## config.mk

```make
export PLATFORM = sky130hd
export DESIGN_NAME = arm_inst_encoder
export DESIGN_NICKNAME = d
export VERILOG_FILES = /design/src/rtl/arm_inst_encoder.sv
export SDC_FILE = /design/constraint.sdc
export NUM_CORES = 1
export LEC_CHECK = 0
export BUFFER_PORTS_ARGS = -buffer_cell sky130_fd_sc_hd__buf_4
export CAP_MARGIN = 20
export CORE_MARGIN = 4
export CORE_UTILIZATION = 47
export DETAILED_ROUTE_END_ITERATION = 8
export PLACE_DENSITY = 0.81
export SLEW_MARGIN = 10
export SYNTH_ARGS = -nofsm -noshare
export SYNTH_HDL_FRONTEND = slang
export SYNTH_SLANG_ARGS = --single-unit
```

## constraint.sdc

```tcl
create_clock -name clk -period 2.4 [get_ports clk]
set_input_delay 0 -clock clk [delete_from_list [all_inputs] [get_ports clk]]
set_output_delay 0 -clock clk [all_outputs]
set_load 0.1 [all_outputs]
```

## src/rtl/arm_inst_encoder.sv

```systemverilog
// Packs ARM instruction fields into 32-bit words and streams them into instruction memory.
// Optional: define ENC_NOP_SLOT_EN to follow every branch with an automatic NOP word.
module arm_inst_encoder #(
    parameter int DEPTH  = 64,
    parameter int ADDR_W = 8
) (
    input  logic              clk,
    input  logic              reset,
    input  logic              clear,
    input  logic              req_valid,
    output logic              req_ready,
    input  logic [2:0]        kind,
    input  logic [3:0]        cond,
    input  logic [3:0]        opcode,
    input  logic              s_bit,
    input  logic              load,
    input  logic              up,
    input  logic [1:0]        size,
    input  logic              link,
    input  logic [3:0]        rn,
    input  logic [3:0]        rd,
    input  logic [11:0]       operand2,
    input  logic [23:0]       offset24,
    output logic              im_we,
    output logic [ADDR_W-1:0] im_addr,
    output logic [31:0]       im_data,
    output logic [ADDR_W-1:0] word_count,
    output logic              full,
    output logic              err
);

`ifdef ENC_NOP_SLOT_EN
    typedef enum logic [1:0] {IDLE, SLOT, FULL} state_t;
`else
    typedef enum logic [1:0] {IDLE, FULL} state_t;
`endif

    localparam logic [ADDR_W-1:0] DEPTH_W = ADDR_W'(DEPTH);

    state_t            state_q, state_d;
    logic              we_d, err_d;
    logic [ADDR_W-1:0] addr_d, cnt_d;
    logic [31:0]       data_d;
    logic [31:0]       enc;
    logic              legal, is_br, accept;
    logic [ADDR_W-1:0] cnt_inc, wr_addr;

    assign full      = (word_count == DEPTH_W);
    assign req_ready = (state_q == IDLE) & ~full & ~reset & ~clear;
    assign accept    = req_valid & req_ready;
    assign cnt_inc   = word_count + 1'b1;
    assign wr_addr   = word_count << 2;

    always_comb begin
        enc   = '0;
        legal = 1'b1;
        is_br = 1'b0;
        unique case (kind)
            3'b000, 3'b001: enc = {cond, kind, opcode, s_bit, rn, rd, operand2};
            // LS words are always pre-indexed, so P is forced high
            3'b010, 3'b011: enc = {cond, kind, 1'b1, up, size, load, rn, rd, operand2};
            3'b101: begin
                enc   = {cond, 3'b101, link, offset24};
                is_br = 1'b1;
            end
            default: legal = 1'b0;
        endcase
    end

    always_comb begin
        state_d = state_q;
        we_d    = 1'b0;
        err_d   = 1'b0;
        addr_d  = im_addr;
        data_d  = im_data;
        cnt_d   = word_count;
        if (clear) begin
            state_d = IDLE;
            addr_d  = '0;
            data_d  = '0;
            cnt_d   = '0;
        end else begin
            unique case (state_q)
                IDLE: begin
                    if (accept && legal) begin
                        we_d   = 1'b1;
                        addr_d = wr_addr;
                        data_d = enc;
                        cnt_d  = cnt_inc;
                        if (cnt_inc == DEPTH_W) begin
                            state_d = FULL;
`ifdef ENC_NOP_SLOT_EN
                            err_d   = is_br;
`endif
                        end
`ifdef ENC_NOP_SLOT_EN
                        else if (is_br) begin
                            state_d = SLOT;
                        end
`endif
                    end else if (accept) begin
                        err_d = 1'b1;
                    end
                end
`ifdef ENC_NOP_SLOT_EN
                SLOT: begin
                    we_d    = 1'b1;
                    addr_d  = wr_addr;
                    data_d  = '0;
                    cnt_d   = cnt_inc;
                    state_d = (cnt_inc == DEPTH_W) ? FULL : IDLE;
                end
`endif
                FULL: state_d = FULL;
                default: state_d = IDLE;
            endcase
        end
    end

    always_ff @(posedge clk) begin
        if (reset) begin
            state_q    <= IDLE;
            im_we      <= 1'b0;
            err        <= 1'b0;
            im_addr    <= '0;
            im_data    <= '0;
            word_count <= '0;
        end else begin
            state_q    <= state_d;
            im_we      <= we_d;
            err        <= err_d;
            im_addr    <= addr_d;
            im_data    <= data_d;
            word_count <= cnt_d;
        end
    end

endmodule

```

==> summary.txt <==
Status
  • Status: complete, no violations

Hold path
  • Worst hold path class: input pin to register
  • Hold endpoint: word_count[2]$_SDFFE_PP0P_
  • Min-Delay Path Depth: 3
  • Hold_sp: clear

CTS
  • Skew-Pair Late Insertion Delay: 300 ps
  • H-tree levels: 2
  • Post-CTS resize count: 0
  • Hold Buf Count CTS: 8
  • Root Driver: clkbuf_8
  • Maximum clock path buffer count: 2
  • Post-CTS setup buffer count: 0
  • TritonCTS clock tree: yes
  • Clk sink count: 49
  • Total CTS buffers: 5
  • CTS clk-pin slew, worst paths: 90 ps

Die
  • Die W: 81.1 um
  • Die height: 81.1 um
  • Core area: 5140 um2
  • Placement Rows: 26
  • Initial Util: 48.9%
  • Die area: 6580 um2
  • I/O pins: 117

Cells and area
  • FF+latch area: 995 um2
  • Diode count: 0
  • Multi-input combinational cell area: 1350 um2
  • P&R area growth vs syn: 40.4%
  • Layout cells sized above 1: 42.4%
  • Fillers: 440
  • Fin nets: 454

Yosys
  • Yosys reg bits: 49
  • Yosys warns: 0
  • Mapped Cells: 276
  • Syn avg cell area: 9.10 um2
  • Yosys top cell by area: dfxtp_1
  • Synth cell types: 45
  • Share of the synthesized area in the top cell type: 39.0%
  • Leading post-synthesis cells by cell area: dfxtp_1, a21oi_1, a211oi_2
  • Fraction of registers with async set/reset: 0%
  • Sequential fraction of the synthesis area: 39.0%
  • Syn Std Cell Area: 2510 um2
  • Post-synth EDFFs: 0
  • Top_reg_cell synth: dfxtp_1

Timing
  • Total negative setup slack: 0 ps
  • Max-slew violation count: 0
  • Max frequency: 502 MHz
  • Slew @ Worst Pin: 782 ps
  • RSZ-0062 raised after global routing: false
  • Slew margin rel.: 47.7%
  • Worst Skew: 8.15 ps
  • Crit path time final: 1990 ps
  • Setup WS post-layout: 406 ps
  • Crit share post-route: 83.1%
  • Final Setup Violations: 0
  • Final hold vios: 0

Setup path
  • Crit path DAT: 2150 ps
  • Worst Setup Path Type: register to register
  • Largest stage delay, worst path: 620 ps
  • Worst reg2reg setup slack: 410 ps
  • Worst reg2reg path depth: 6
  • Required @ worst endpoint: 2560 ps
  • Slowest CP cell: nor2_4
  • Startpoint Class: register
  • Worst R2R Start: word_count[0]$_SDFFE_PP0P_
  • Worst-path maximum fanout: 25
  • Reg2reg end: im_data[1]$_SDFFE_PP0P_
  • Critical path endpoint category: register
  • Critical path cell sequence: inv_1 -> ha_1 -> nand4bb_1 -> o211ai_4 -> nor2_4 -> a211oi_1
  • Crit path max-delay family: simple AND/OR/NAND/NOR gates
  • Crit path buf inv count: 1

Placed design
  • Place WS: 405 ps
  • GP Congestion: 0.781
  • DP HPWL: 4950 um
  • IO Port Bufs: 114

Job
  • Max-Cap Viols: 0

Detailed routing
  • Drt drc: 0
  • DR vias/cell: 5.60
  • Drt pass-1 iters: 4
  • Iter 0 DRT Violations: 105
  • Post-route ant nets: 0
  • WL final: 7140 um
  • Vias post-DR: 2560
  • Mean routed wirelength per cell: 15.6 um

Pwr
  • Part of the power in registers: 49.8%
  • Switching Power: 0.503 mW
  • Internal power consumption: 1.15 mW
  • Power Dens Cells: 470 nW/um2
  • Worst vdd ir: 0.281 mV
  • Static leakage: 1.37 nW
  • Combinational power share: 20.9%
  • Clock power share: 29.3%
  • Switching Share: 30.4%

GRT
  • GR Util All Layers: 22.2%
  • Vias in the first global route: 2475
  • Largest net degree at the start of global routing: 46
  • Grt ovf: 0
  • Initial antenna violation count: 0
  • First-pass GRT wire length: 11600 um
cells in the final DEF, fill, tap and decap left out, types with 3 or more instances in the layout:
cell type / synthesis / routed
a211oi_1: 5 / 5
a211oi_2: 19 / 19
a21oi_1: 53 / 53
a22oi_1: 20 / 20
buf_4: 5 / 122
clkbuf_8: 4 / 5
dfxtp_1: 49 / 42
dfxtp_2: 0 / 5
dlygate4sd3_1: 0 / 8
ha_1: 3 / 3
inv_1: 5 / 5
nand2_1: 9 / 9
nand2b_1: 5 / 5
nand3_1: 20 / 20
nor2_1: 6 / 5
o21ai_0: 16 / 16
o31ai_1: 4 / 4
or4_1: 4 / 4
area by class of cell:
| cell class | count | share of cell area, % |
|---|---|---|
| multi-input combinational | 195 | 38.1 |
| timing repair buffer | 130 | 28.2 |
| sequential | 49 | 28.2 |
| tap | 70 | 2.48 |
| clock buffer | 5 | 1.95 |
| inverter | 5 | 0.532 |
| clock inverter | 3 | 0.461 |
flip-flops by register name (all words and copies together), names as in the netlist:
signal	cells
word_count	8
state_q	1
im_we	1
err	1
im_data	32
im_addr	6
cell usage after synthesis, types with 2 or more instances:
cell / count
clkbuf_2: 2
inv_1: 5
or3_1: 2
a211oi_2: 19
a211oi_1: 5
buf_4: 5
nand2_1: 9
nand3_1: 20
o31ai_1: 4
o21ai_0: 16
clkbuf_8: 4
a211o_1: 2
clkbuf_1: 13
or2_2: 2
nor2b_1: 2
dfxtp_1: 49
ha_1: 3
buf_6: 3
or4_1: 4
nor2_1: 6
a22oi_1: 20
a21oi_1: 53
nand2b_1: 5
nand4_1: 2
worst max path at each step:
stage | from | endpoint | depth (start not counted)
CTS | word_count[0]$_SDFFE_PP0P_ | im_data[1]$_SDFFE_PP0P_ | 6
detailed placement | word_count[0]$_SDFFE_PP0P_ | im_data[1]$_SDFFE_PP0P_ | 6
finish | word_count[0]$_SDFFE_PP0P_ | im_data[1]$_SDFFE_PP0P_ | 6
floorplan | word_count[6]$_SDFFE_PP0P_ | im_addr[5]$_SDFFE_PP0P_ | 6
global placement | word_count[0]$_SDFFE_PP0P_ | im_data[3]$_SDFFE_PP0P_ | 6
global route | word_count[0]$_SDFFE_PP0P_ | im_data[1]$_SDFFE_PP0P_ | 6
power groups by stage:
stage | Sequential, mW | Combinational (mW) | Clock (mW)
6_report | 0.825 | 0.347 | 0.485
5_1_grt | 0.827 | 0.369 | 0.527
4_1_cts | 0.825 | 0.347 | 0.495
3_5_place_dp | 0.844 | 0.336 | 0
3_3_place_gp | 0.844 | 0.333 | 0
2_1_floorplan | 0.912 | 0.151 | 0
metal layers:
layer  track usage, %  wire length (um)  vias to the layer above
li1                 -                 -                     1262
met1             26.8              2870                     1195
met2             37.7              3590                       95
met3             7.32               592                        8
met4             6.08                83                        0
met5                0                 0                        -
stage by stage:
stage / total power, mW / hold slack [ps] / utilization (%) / instances / cell area, um2
floorplan: 1.06 / 145 / - / 277 / 2550
global placement: 1.18 / 266 / 65.4 / 441 / 3360
detailed placement: 1.18 / 273 / 65.4 / 441 / 3360
CTS: 1.67 / 19.6 / 68.6 / 457 / 3530
global route: 1.72 / 47.3 / 68.6 / 457 / 3530
finish: 1.66 / 25.8 / 68.6 / 457 / 3530
worst register-to-register path, cell delays in order, from the launching register on:
cell	delay [ps]
dfxtp_4	400
inv_1	60
ha_1	190
nand4bb_1	250
o211ai_4	150
nor2_4	620
a211oi_1	170
cells by family (layout without fill, tap and decap cells):
family	after synthesis	in the layout	synth area share, %
simple gates	60	60	13.8
mux	1	1	0.398
xor+xnor	2	2	0.697
buf+inv	33	143	8.32
compound gates	127	127	36.1
flops	49	49	39.0
fa+ha+maj	3	3	1.49
other cells	1	2	0.149
Note: power is estimated with default switching activity, not from simulation.
